[src/rtl/piano_tone_gen.sv]
// Keyboard-byte driven square-wave tone generator with octave shift,
// stop command and a re-triggerable sustain timer.
module piano_tone_gen #(
  parameter int unsigned HOLD_CYCLES = 25_000_000,
  parameter int unsigned OCT_MAX     = 2
) (
  input  logic       clk_fpga,
  input  logic       reset,
  input  logic [7:0] data,
  input  logic       data_valid,
  output logic       audio_out,
  output logic       note_active,
  output logic [3:0] note_idx,
  output logic [1:0] octave
);

  localparam int unsigned CNT_W  = 18;
  localparam int unsigned HOLD_W = 25;
  localparam logic [HOLD_W-1:0] HOLD_LOAD = HOLD_W'(HOLD_CYCLES - 1);
  localparam logic [1:0]        OCT_TOP   = 2'(OCT_MAX);

  localparam logic [7:0] KEY_SPACE = 8'h20;
  localparam logic [7:0] KEY_UP    = 8'h78;  // 'x'
  localparam logic [7:0] KEY_DOWN  = 8'h7A;  // 'z'

  typedef enum logic {
    S_IDLE = 1'b0,
    S_PLAY = 1'b1
  } state_t;

  state_t              r_state;
  state_t              w_state_nxt;

  logic [3:0]          r_note_idx;
  logic [1:0]          r_octave;
  logic [CNT_W-1:0]    r_tone_cnt;
  logic [HOLD_W-1:0]   r_hold;
  logic                r_audio;
  logic                r_note_active;

  logic                w_key_hit;
  logic [3:0]          w_key;
  logic                w_note_vld;
  logic                w_stop_vld;
  logic                w_up_vld;
  logic                w_down_vld;
  logic                w_same_note;
  logic [CNT_W-1:0]    w_base;
  logic [CNT_W-1:0]    w_half;
  logic [CNT_W-1:0]    w_half_m1;
  logic                w_hold_zero;

  logic                w_start;
  logic                w_reload;
  logic                w_run;
  logic                w_halt;

  // Map lowercase piano keys to note indices
  always_comb begin
    w_key_hit = 1'b1;
    w_key     = 4'd0;
    case (data)
      8'h61:   w_key = 4'd0;   // a
      8'h77:   w_key = 4'd1;   // w
      8'h73:   w_key = 4'd2;   // s
      8'h65:   w_key = 4'd3;   // e
      8'h64:   w_key = 4'd4;   // d
      8'h66:   w_key = 4'd5;   // f
      8'h74:   w_key = 4'd6;   // t
      8'h67:   w_key = 4'd7;   // g
      8'h79:   w_key = 4'd8;   // y
      8'h68:   w_key = 4'd9;   // h
      8'h75:   w_key = 4'd10;  // u
      8'h6A:   w_key = 4'd11;  // j
      8'h6B:   w_key = 4'd12;  // k
      default: w_key_hit = 1'b0;
    endcase
  end

  assign w_note_vld  = data_valid & w_key_hit;
  assign w_stop_vld  = data_valid & (data == KEY_SPACE);
  assign w_up_vld    = data_valid & (data == KEY_UP);
  assign w_down_vld  = data_valid & (data == KEY_DOWN);
  assign w_same_note = (w_key == r_note_idx);
  assign w_hold_zero = (r_hold == '0);

  // Base half-period of the current note at octave 0
  always_comb begin
    w_base = 18'd191110;
    case (r_note_idx)
      4'd0:    w_base = 18'd191110;
      4'd1:    w_base = 18'd180388;
      4'd2:    w_base = 18'd170265;
      4'd3:    w_base = 18'd160705;
      4'd4:    w_base = 18'd151685;
      4'd5:    w_base = 18'd143172;
      4'd6:    w_base = 18'd135139;
      4'd7:    w_base = 18'd127551;
      4'd8:    w_base = 18'd120395;
      4'd9:    w_base = 18'd113636;
      4'd10:   w_base = 18'd107260;
      4'd11:   w_base = 18'd101239;
      4'd12:   w_base = 18'd95557;
      default: w_base = 18'd191110;
    endcase
  end

  assign w_half    = w_base >> r_octave;
  assign w_half_m1 = w_half - CNT_W'(1);

  // State register
  always_ff @(posedge clk_fpga) begin
    if (reset) begin
      r_state <= S_IDLE;
    end else begin
      r_state <= w_state_nxt;
    end
  end

  // Next-state logic: a note byte always wins over stop/expiry
  always_comb begin
    w_state_nxt = r_state;
    case (r_state)
      S_IDLE: begin
        if (w_note_vld) w_state_nxt = S_PLAY;
      end
      S_PLAY: begin
        if (w_note_vld)                     w_state_nxt = S_PLAY;
        else if (w_stop_vld || w_hold_zero) w_state_nxt = S_IDLE;
      end
    endcase
  end

  // Datapath control strobes per state
  always_comb begin
    w_start  = 1'b0;
    w_reload = 1'b0;
    w_run    = 1'b0;
    w_halt   = 1'b0;
    case (r_state)
      S_IDLE: begin
        w_start = w_note_vld;
      end
      S_PLAY: begin
        if (w_note_vld && w_same_note) begin
          w_reload = 1'b1;
          w_run    = 1'b1;
        end else if (w_note_vld) begin
          w_start = 1'b1;
        end else if (w_stop_vld || w_hold_zero) begin
          w_halt = 1'b1;
        end else begin
          w_run = 1'b1;
        end
      end
    endcase
  end

  // Note index, tone phase counter, square-wave output and sustain timer
  always_ff @(posedge clk_fpga) begin
    if (reset) begin
      r_note_idx    <= '0;
      r_tone_cnt    <= '0;
      r_hold        <= '0;
      r_audio       <= 1'b0;
      r_note_active <= 1'b0;
    end else begin
      r_note_active <= (w_state_nxt == S_PLAY);
      if (w_start) begin
        r_note_idx <= w_key;
        r_tone_cnt <= '0;
        r_audio    <= 1'b1;
        r_hold     <= HOLD_LOAD;
      end else if (w_halt) begin
        r_tone_cnt <= '0;
        r_audio    <= 1'b0;
        r_hold     <= '0;
      end else begin
        if (w_run) begin
          // >= so a shorter half-period after an octave change never overshoots
          if (r_tone_cnt >= w_half_m1) begin
            r_tone_cnt <= '0;
            r_audio    <= ~r_audio;
          end else begin
            r_tone_cnt <= r_tone_cnt + CNT_W'(1);
          end
        end
        if (w_reload) begin
          r_hold <= HOLD_LOAD;
        end else if (w_run) begin
          r_hold <= r_hold - HOLD_W'(1);
        end
      end
    end
  end

  // Saturating octave shift
  always_ff @(posedge clk_fpga) begin
    if (reset) begin
      r_octave <= '0;
    end else if (w_up_vld && (r_octave < OCT_TOP)) begin
      r_octave <= r_octave + 2'd1;
    end else if (w_down_vld && (r_octave != 2'd0)) begin
      r_octave <= r_octave - 2'd1;
    end
  end

  assign audio_out   = r_audio;
  assign note_active = r_note_active;
  assign note_idx    = r_note_idx;
  assign octave      = r_octave;

endmodule

[config.mk]
export PLATFORM = sky130hd
export DESIGN_NAME = piano_tone_gen
export DESIGN_NICKNAME = d
export VERILOG_FILES = /design/src/rtl/piano_tone_gen.sv
export SDC_FILE = /design/constraint.sdc
export NUM_CORES = 1
export LEC_CHECK = 0
export BUFFER_PORTS_ARGS = -buffer_cell sky130_fd_sc_hd__buf_2
export CORE_MARGIN = 1.5
export CORE_UTILIZATION = 36
export CTS_CLUSTER_SIZE = 28
export DETAILED_ROUTE_END_ITERATION = 6
export PLACE_DENSITY = 0.6
export SYNTH_ARGS = -nofsm -noshare
export SYNTH_HDL_FRONTEND = slang
export SYNTH_SLANG_ARGS = --single-unit
[constraint.sdc]
create_clock -name clk_fpga -period 4.3 [get_ports clk_fpga]
set_clock_uncertainty 0.1 [all_clocks]
set_input_delay 0.43 -clock clk_fpga [delete_from_list [all_inputs] [get_ports clk_fpga]]
set_output_delay 0.43 -clock clk_fpga [all_outputs]
set_load 0.01 [all_outputs]
== Yosys cells after proc, flatten, opt, wreduce, memory -nomap -nowiden ==
Memories as Yosys holds them, arrays and structs flattened. A register that Yosys moved wholly into a read port is not among the register bits.
Cells that the tools add are included.

* Input bits: 11
* Memories: 1
* Word-level logic and storage cells: 83
* Latch bits: 0
* Bits in read-only memories: 288
* Flip-flop bits (word level): 51
* Bits in writable memories: 0

{| class="wikitable"
|+ Memories
! name !! words !! width !! read ports !! clocked after memory_dff !! wr ports !! RTL line !! RTL
|-
| (no name shown) || 16 || 18 || 1 || 1 || 0 || 90 || <nowiki>case (r_note_idx)</nowiki>
|}

* Bitwise operators: 6
* Multiply operators: 0
* Shift operators: 1
* Magnitude comparators: 2
* Multiplexer cells: 30
* Equality and inequality tests: 17
* Reduce and logical (&&, ||, !) cells: 14
* Divide/modulo/power cells: 0
* Add/subtract/negate cells: 5

{| class="wikitable"
|+ Operators with widths
! kind !! count
|-
| == test 8 x 7 -> 1 bit (second input constant) || 15
|-
| 2-to-1 mux 25 bit || 4
|-
| case mux 4 bit (12 select lines) || 1
|-
| zero test 25 bit || 1
|-
| subtractor 25 x 1 -> 25 bit (second input constant) || 1
|-
| adder 18 x 1 -> 18 bit (second input constant) || 1
|-
| >= comparator 18 bit || 1
|-
| 2-to-1 mux 1 bit || 18
|-
| 2-to-1 mux 18 bit || 1
|-
| right shift 18 x 2 -> 18 bit || 1
|-
| subtractor 18 x 1 -> 18 bit (second input constant) || 1
|-
| OR reduction 13 bit || 1
|-
| == test 8 x 6 -> 1 bit (second input constant) || 1
|-
| 2-to-1 mux 4 bit || 2
|-
| nonzero test 3 bit || 2
|-
| AND 1 bit || 4
|-
| == test 4 bit || 1
|-
| 2-to-1 mux 2 bit || 2
|-
| case mux 1 bit (2 select lines) || 2
|-
| nonzero test 2 bit || 2
|-
| nonzero test 4 bit || 1
|-
| OR reduction 4 bit || 1
|-
| logical AND 1 bit || 3
|-
| OR reduction 3 bit || 1
|-
| 6 further kinds || 7
|}

== Depth between registers and ports, before layout ==
Gate-level depths: netlist of the first run.

* Depth after elaboration: 11
* Gate-level depth with buffers: 19
* Depth with buffers taken out: 17

== Worst setup path before layout of the first run ==
Ideal clock, no wire load.

* Path kind: register to register
* Start point: reg r_octave[0] (netlist: octave[0])
* End point: reg r_tone_cnt[14]
* Stages on the path, launching flop included: 20
* Setup time: 0.070 ns
* Slack: -0.137 ns
* Data required time: 4.130 ns
* Path buffers: 3
* Arrival time: 4.268 ns
* Cells stage by stage: dfxtp_1 clkbuf_1 clkbuf_1 mux4_2 nor2_1 nand2_1 nor3_1 nand3_1 nor2_1 nor3b_1 a211oi_1 ha_1 nor2b_1 o211ai_1 a21oi_1 a211o_1 o21ai_0 nand3_2 buf_2 a21oi_1

* Word-level cells in the longest chain between the ends: 4

{| class="wikitable"
|+ Ends and longest elaborated chain
! element !! RTL line !! RTL
|-
| start: declaration || 35 || <nowiki>logic [1:0] r_octave;</nowiki>
|-
| start signal: assignment || 202 || <nowiki>r_octave <= r_octave + 2'd1;</nowiki>
|-
| start signal: assignment || 204 || <nowiki>r_octave <= r_octave - 2'd1;</nowiki>
|-
| right shift 18 x 2 -> 18 bit || 108 || <nowiki>assign w_half = w_base >> r_octave;</nowiki>
|-
| subtractor 18 x 1 -> 18 bit || 109 || <nowiki>assign w_half_m1 = w_half - CNT_W'(1);</nowiki>
|-
| >= comparator 18 bit || 181 || <nowiki>if (r_tone_cnt >= w_half_m1) begin</nowiki>
|-
| 2-to-1 mux 18 bit || 181 ||
|-
| end signal: assignment || 185 || <nowiki>r_tone_cnt <= r_tone_cnt + CNT_W'(1);</nowiki>
|-
| end: declaration || 36 || <nowiki>logic [CNT_W-1:0] r_tone_cnt;</nowiki>
|}

No other way between the ends.
A chain may end at the register's enable or synchronous reset.

== Worst setup path after layout of the first run ==
* Start point: reg r_octave[0] (netlist: octave[0])
* End point: reg r_tone_cnt[1]

The elaborated chain is that of the path after synthesis.

==> results of run 1 <==
flip-flops by register name (all words and copies together), names as in the netlist:
signal	cells
r_hold	25
r_tone_cnt	18
w_base	18
note_idx	4
octave	2
audio_out	1
note_active	1
critical path: cells and delay by family (launching register included):
kind | cells | cell delay (ns)
AO/OA/AOI/OAI | 7 | 1.32
AND/OR/NAND/NOR | 5 | 0.72
multiplexers | 1 | 0.57
buffers and inverters | 3 | 0.55
flip-flops | 1 | 0.39
adder cells (fa/ha/maj) | 1 | 0.30
metrics by stage:
step                      hold slack [ns]  TNS [ns]
after floorplan                     0.341         0
after global placement              0.355         0
after detailed placement            0.361     -2.90
after CTS                           0.369         0
after global routing                0.388   -0.0741
final                               0.367         0
path summary, 6_finish.rpt:
check / start / endpoint / depth (start not counted)
worst min register to register: r_hold[12] / r_hold[12] / 2
worst min-delay path: r_hold[12] / r_hold[12] / 2
worst max-delay path: octave[0] / r_tone_cnt[1] / 17
worst max register to register: octave[0] / r_tone_cnt[1] / 17
final cells by class:
type                       instances  share of cell area (%)
clock buffer                      14                    4.65
multi-input combinational        520                    62.5
tap                              184                    3.90
timing repair buffer              38                    4.07
sequential                        69                    23.4
clock inverter                     1                  0.0849
inverter                          21                    1.34
metal layers:
layer / routed length (microns) / vias to the layer above / GRT usage, %
met2: 5970 / 102 / 29.4
met3: 458 / 29 / 2.61
li1: - / 2486 / -
met5: 0 / - / 0
met1: 6160 / 2259 / 23.5
met4: 306 / 0 / 7.60
cells in the mapped netlist, drive strengths merged (4+ instances only):
library cell	count	area [sq um]
nand3	24	125
xor2	7	61.3
and2	5	31.3
o211ai	8	60.1
mux2i	15	150
nand2	44	165
a31oi	6	37.5
nand4b	5	43.8
a221oi	7	78.8
clkbuf	22	83.8
a21o	7	52.6
mux4	9	203
inv	21	78.8
and3	9	56.3
o21ai	41	205
nor3b	7	62.6
o31ai	14	105
a211oi	6	50.1
nand2b	11	68.8
nor2b	10	65.1
nand3b	5	37.5
dfxtp	69	1380
or4	22	165
buf	16	93.8
nor2	51	199
o21a	7	52.6
ha	29	363
nor4b	4	47.6
a311oi	4	58.8
xnor2	8	70.1
nor3	22	110
nor4	12	81.3
a21oi	61	309
or3	8	55.1
nand4	14	87.6
cell families after synthesis:
group	synth area share, %
adder cells (fa/ha/maj)	6.89
flip-flops	26.2
buffers and inverters	4.87
AO/OA/AOI/OAI	23.3
multiplexers	7.34
XOR/XNOR	2.50
AND/OR/NAND/NOR	28.8
power groups by stage:
stage | clock network (mW) | registers [mW] | logic, mW
2_1_floorplan | 0 | 0.669 | 0.220
3_3_place_gp | 0 | 0.671 | 0.271
3_5_place_dp | 0 | 0.671 | 0.276
4_1_cts | 0.711 | 0.658 | 0.280
5_1_grt | 0.738 | 0.659 | 0.316
6_report | 0.697 | 0.658 | 0.283
repair_timing:
item | 4_1_cts | 5_1_grt
resized for setup | 4 | 11
setup endpoints to repair | 18 | 19
gates cloned | 1 | 0
pin swaps | 2 | 0
buffers inserted | 2 | 0
==> key figures, run 1 <==
Outcome
  • Status: finished, final reports clean

Setup path
  • CP max FO: 7
  • Reg-to-reg slack, setup: 0.27 ns
  • Startpoint types: register
  • Setup crit end kind: register
  • Max stage delay cell, worst path: mux4_2
  • WP data required: 4.47 ns
  • Worst Path Arrival: 4.20 ns
  • Cells along the critical path: buf_4 -> mux4_2 -> nor4b_2 -> buf_4 -> and2_4 -> nand2_1 -> a311oi_1 -> ha_1 -> a21oi_1 -> nor2b_1 -> o211ai_1 -> a21oi_1 -> a211o_1 -> o21ai_2 -> nand3_2 -> buf_4 -> a21oi_1
  • Crit path kind: reg -> reg
  • Slowest Stage Delay on Critical Path: 0.57 ns

Die
  • Die ar.: 0.0154 sq mm
  • FP Rows: 44
  • Num ports: 19
  • Initial Util: 36.5%
  • Die Height: 124 microns
  • Core area: 0.0144 sq mm
  • Die width: 124 microns

CTS
  • Clk root buf: clkbuf_16
  • Hold_buf cts: 0
  • CTS Buf Count: 9
  • Max clock buf depth: 2
  • CTS tree: built
  • Clk pin slew, worst setup/hold paths: 0.05 ns
  • Later-pin clock latency in the skew report: 0.33 ns
  • H-tree level count: 3
  • CTS Sinks: 69

Power and ir drop
  • Pleak: 2.22 nW
  • Clock power share: 42.5%
  • Reg power frac: 40.2%
  • Sw Share: 28.5%
  • P_int: 1.17 mW
  • Power Density: 278 mW/mm^2
  • Pwr Total: 1.64 mW
  • Net Switching: 468 uW
  • Comb power frac: 17.3%
  • Peak VDD IR: 0.000176 V

Timing
  • Max Slew Vio Count: 0
  • Final Hold Vio Count: 0
  • Max Clk Rate: 0.248 GHz
  • Final worst slack: 0.272 ns
  • Min Tclk post-route: 4.03 ns
  • Tcrit/Tclk final: 93.7%
  • Setup violations, final: 0
  • Slew HR: 49.0%
  • Worst-Margin Slew: 0.765 ns

Final layout
  • Most frequent cells in the layout: dfxtp_1, a21oi_1, nor2_1
  • Fillcell total: 1467
  • Multi-input logic area: 0.00369 sq mm
  • Most common cell after layout, fill and taps aside: dfxtp_1
  • Non-Filler Instances: 847
  • Sequential Area: 0.00138 sq mm
  • Area growth syn-to-layout: 12.1%
  • Final Cell Area: 0.00590 sq mm
  • Antenna cells: 0
  • Share of cells above drive strength 1: 15.2%
  • Final core occ: 40.9%
  • Final nets: 699

Yosys
  • Mean post-synth cell area: 8.14 sq um
  • Cell count after synthesis: 647
  • Flops & latches, synth: 69
  • Cell Area, Synth: 0.00526 sq mm
  • Syn Nets: 687
  • Register area share after synthesis: 26.2%
  • Synth Flop Type: dfxtp_1
  • Synth cell types: 79
  • Async S/R FF share, synth: 0%
  • Post-synth EDFFs: 0
  • YS warnings: 0

Routing
  • # DRC: 0
  • Final wirelength: 12.9 mm
  • Routed Antenna Nets: 0
  • Vias post-DR: 4876
  • Vias/cell: 5.76
  • Detailed Route Iter0 Violations: 349
  • Pre-antenna DRT Iters: 5
  • WL per Instance: 15.2 microns

Global routing
  • Global-route usage over all layers: 17.9%
  • Gr ovfl total: 0
  • Initial antenna violation count: 0
  • First-pass GRT wire length: 21.9 mm
  • Largest net degree at the start of global routing: 46
  • Vias in the first global route: 4557

Place
  • Dpl ws: -0.190 ns
  • Placed insts: 829
  • Number of port buffers: 18
  • Placed Instance Area: 0.00554 sq mm
  • Detailed placement HPWL: 9.29 mm
  • GPL Wtd Cong: 0.863

Run
  • Max cap viols: 0

Worst hold path
  • Worst Hold Class: reg -> reg
Power figures use the tool's default switching activity.
==> inputs of run 2 (changes only) <==
--- a/config.mk
+++ b/config.mk
@@ -7,10 +7,10 @@
 export LEC_CHECK = 0
 export BUFFER_PORTS_ARGS = -buffer_cell sky130_fd_sc_hd__buf_2
 export CORE_MARGIN = 1.5
-export CORE_UTILIZATION = 36
+export CORE_UTILIZATION = 54
 export CTS_CLUSTER_SIZE = 28
 export DETAILED_ROUTE_END_ITERATION = 6
-export PLACE_DENSITY = 0.6
+export PLACE_DENSITY = 0.81
 export SYNTH_ARGS = -nofsm -noshare
 export SYNTH_HDL_FRONTEND = slang
 export SYNTH_SLANG_ARGS = --single-unit
==> run 2 against run 1 <==
  * Sequential power is essentially flat
  * Highest routed layer unchanged
  * Fmax grew 0.31%
  * Final area shrank 2.9%
  * Routed wire length grew 0.45%
  * Via count grew 4.6%
  * Hold slack gained 0.025 ns
  * Total power shrank 11%
  * Worst setup slack gained 0.012 ns
==> key figures, run 2 (same netlist as run 1, synthesis figures left out) <==
CTS
  • Hold_buf cts: 0 (unchanged)
  • CTS Sinks: 69 (unchanged)
  • Max clock buf depth: 2 (unchanged)
  • Clk pin slew, worst setup/hold paths: 0.08 ns (+0.03 ns)
  • CTS Buf Count: 9 (unchanged)
  • Later-pin clock latency in the skew report: 0.35 ns (+0.02 ns)
  • Clk root buf: clkbuf_8
  • CTS tree: built
  • H-tree level count: 3 (unchanged)

Timing
  • Tcrit/Tclk final: 93.4% (-0.29 points)
  • Max Clk Rate: 0.249 GHz (+0.31%)
  • Setup violations, final: 0 (unchanged)
  • Final TNS setup: 0 ns (unchanged)
  • RSZ-0062 raised after global routing: false
  • Final worst slack: 0.284 ns (+0.0123 ns)
  • Final Hold Vio Count: 0 (unchanged)
  • Slew HR: 45.3% (-3.7 points)
  • Min Tclk post-route: 4.02 ns (-0.0123 ns)
  • Hold Slack: 0.392 ns (+0.0250 ns)
  • Max Slew Vio Count: 0 (unchanged)
  • Worst-Margin Slew: 0.816 ns (+0.0509 ns)

Place
  • Detailed placement HPWL: 9.29 mm (about the same)
  • Number of port buffers: 18 (unchanged)
  • Dpl ws: -0.119 ns (+0.0705 ns)
  • GPL Wtd Cong: 0.901 (+4.4%)

Routing
  • # DRC: 0 (unchanged)
  • Vias post-DR: 5101 (+4.6%)
  • Detailed Route Iter0 Violations: 370 (+6.0%)
  • Pre-antenna DRT Iters: 5 (unchanged)
  • Routed Antenna Nets: 0 (unchanged)
  • Vias/cell: 6.46 (+12%)
  • WL per Instance: 16.4 microns (+7.7%)
  • Final wirelength: 13.0 mm (+0.45%)

Setup path
  • Max stage delay cell, worst path: mux4_2
  • Setup crit end kind: register
  • CP max FO: 8 (+1)
  • Worst Path Arrival: 4.20 ns (about the same)
  • Crit path kind: reg -> reg
  • WP data required: 4.49 ns (+0.02 ns)
  • CP most frequent cell: a21oi_1
  • Cells along the critical path: mux4_2 -> nor3_2 -> nor4b_2 -> buf_4 -> and2_1 -> nand2_1 -> a311oi_2 -> ha_1 -> a21oi_1 -> nor2b_1 -> o211ai_1 -> a21oi_1 -> a211o_1 -> o21ai_2 -> nand3_2 -> buf_4 -> a21oi_1
  • Startpoint types: register
  • Slowest Stage Delay on Critical Path: 0.56 ns (about the same)

Power and ir drop
  • Pleak: 2.16 nW (-2.3%)
  • Power Density: 254 mW/mm^2 (-8.7%)
  • Peak VDD IR: 0.000243 V (+38%)

Final layout
  • Largest register FFs: 25 (unchanged)
  • Final nets: 697 (-0.29%)
  • Most common cell after layout, fill and taps aside: dfxtp_1
  • Antenna cells: 0 (unchanged)
  • Most frequent cells in the layout: dfxtp_1, a21oi_1, nor2_1
  • Fillcell total: 811 (-45%)
  • Most flops, register: r_hold
  • Share of cells above drive strength 1: 15.1% (-0.11 points)
  • Area growth syn-to-layout: 8.77%

Outcome
  • Status: finished, final reports clean

Global routing
  • Initial antenna violation count: 0 (unchanged)
  • Global-route usage over all layers: 26.0% (+8.1 points)
  • Largest net degree at the start of global routing: 46 (unchanged)
  • Gr ovfl total: 0 (unchanged)
  • First-pass GRT wire length: 21.8 mm (-0.26%)
  • Vias in the first global route: 4817 (+5.7%)

Die
  • Die width: 102 microns (-18%)
  • FP Rows: 35 (-20%)
  • Num ports: 19 (unchanged)
  • Initial Util: 56.4% (+20 points)
  • Core area: 0.00933 sq mm (-35%)
  • Die ar.: 0.0103 sq mm (-33%)
  • Die Height: 102 microns (-18%)

Worst hold path
  • Worst Hold Class: reg -> reg

Run
  • Max cap viols: 0 (unchanged)
[run 2: cell count changes in the layout (fill, tap and decap cells not counted), moves of 2 or more]
cell | before | now
clkbuf_16 | 9 | 0
clkbuf_8 | 3 | 9
buf_4 | 20 | 17
clkinv_2 | 1 | 3
[run 2: where the power goes]
group	total (mW)	switching (mW)	leakage (nW)	internal [mW]
Sequential	0.657	0.00981	0.558	0.647
Combinational	0.285	0.197	1.51	0.0874
Clock	0.511	0.249	0.0919	0.262
[run 2: layer usage]
layer | GRT usage, % | vias up | share of wire (%)
li1 | - | 2478 | -
met1 | 33.1 | 2441 | 45
met2 | 44.2 | 153 | 48
met3 | 4.14 | 29 | 5.1
met4 | 10.1 | 0 | 2.1
met5 | 0 | - | 0
[run 2: path summary, 6_finish.rpt]
path                                  from        endpoint  slack, ns  cells after the start
worst max-delay path             octave[0]  r_tone_cnt[13]       0.28                     17
worst min-delay path            r_hold[12]      r_hold[12]       0.39                      2
worst max register to register   octave[0]  r_tone_cnt[13]       0.28                     17
worst min register to register  r_hold[12]      r_hold[12]       0.39                      2
[run 2: cell type report]
class,instances,area [sq um],area share (%)
Sequential cell,69,1390,24.2
Multi-Input combinational cell,520,3690,64.4
Clock inverter,5,52.6,0.918
Clock buffer,10,128,2.23
Inverter,21,78.8,1.38
Timing Repair Buffer,36,229,4.00
Tap cell,129,161,2.82
[run 2: worst max-delay path, delay by kind of cell (launching register included)]
family	cells	cell delay, ns
AO/OA/AOI/OAI	7	1.32
AND/OR/NAND/NOR	6	0.91
multiplexers	1	0.56
flip-flops	1	0.40
buffers and inverters	2	0.34
adder cells (fa/ha/maj)	1	0.29
[run 2: per-stage QoR]
stage | utilization [%] | total power, mW | area [sq um] | cells
final | 61.4 | 1.45 | 5730 | 790
after global placement | 58.5 | 0.934 | 5460 | 772
after floorplan | - | 0.890 | 5270 | 647
after CTS | 60.5 | 1.44 | 5650 | 787
after detailed placement | 58.5 | 0.943 | 5460 | 772
after global routing | 61.4 | 1.51 | 5730 | 790
[run 2: what timing repair did]
item,in CTS,in global routing
setup buffers,0,2
gates resized for setup,2,16
pin swaps,1,2
gates cloned,0,1
hold endpoints to repair,0,0
endpoints found under the setup margin,18,19
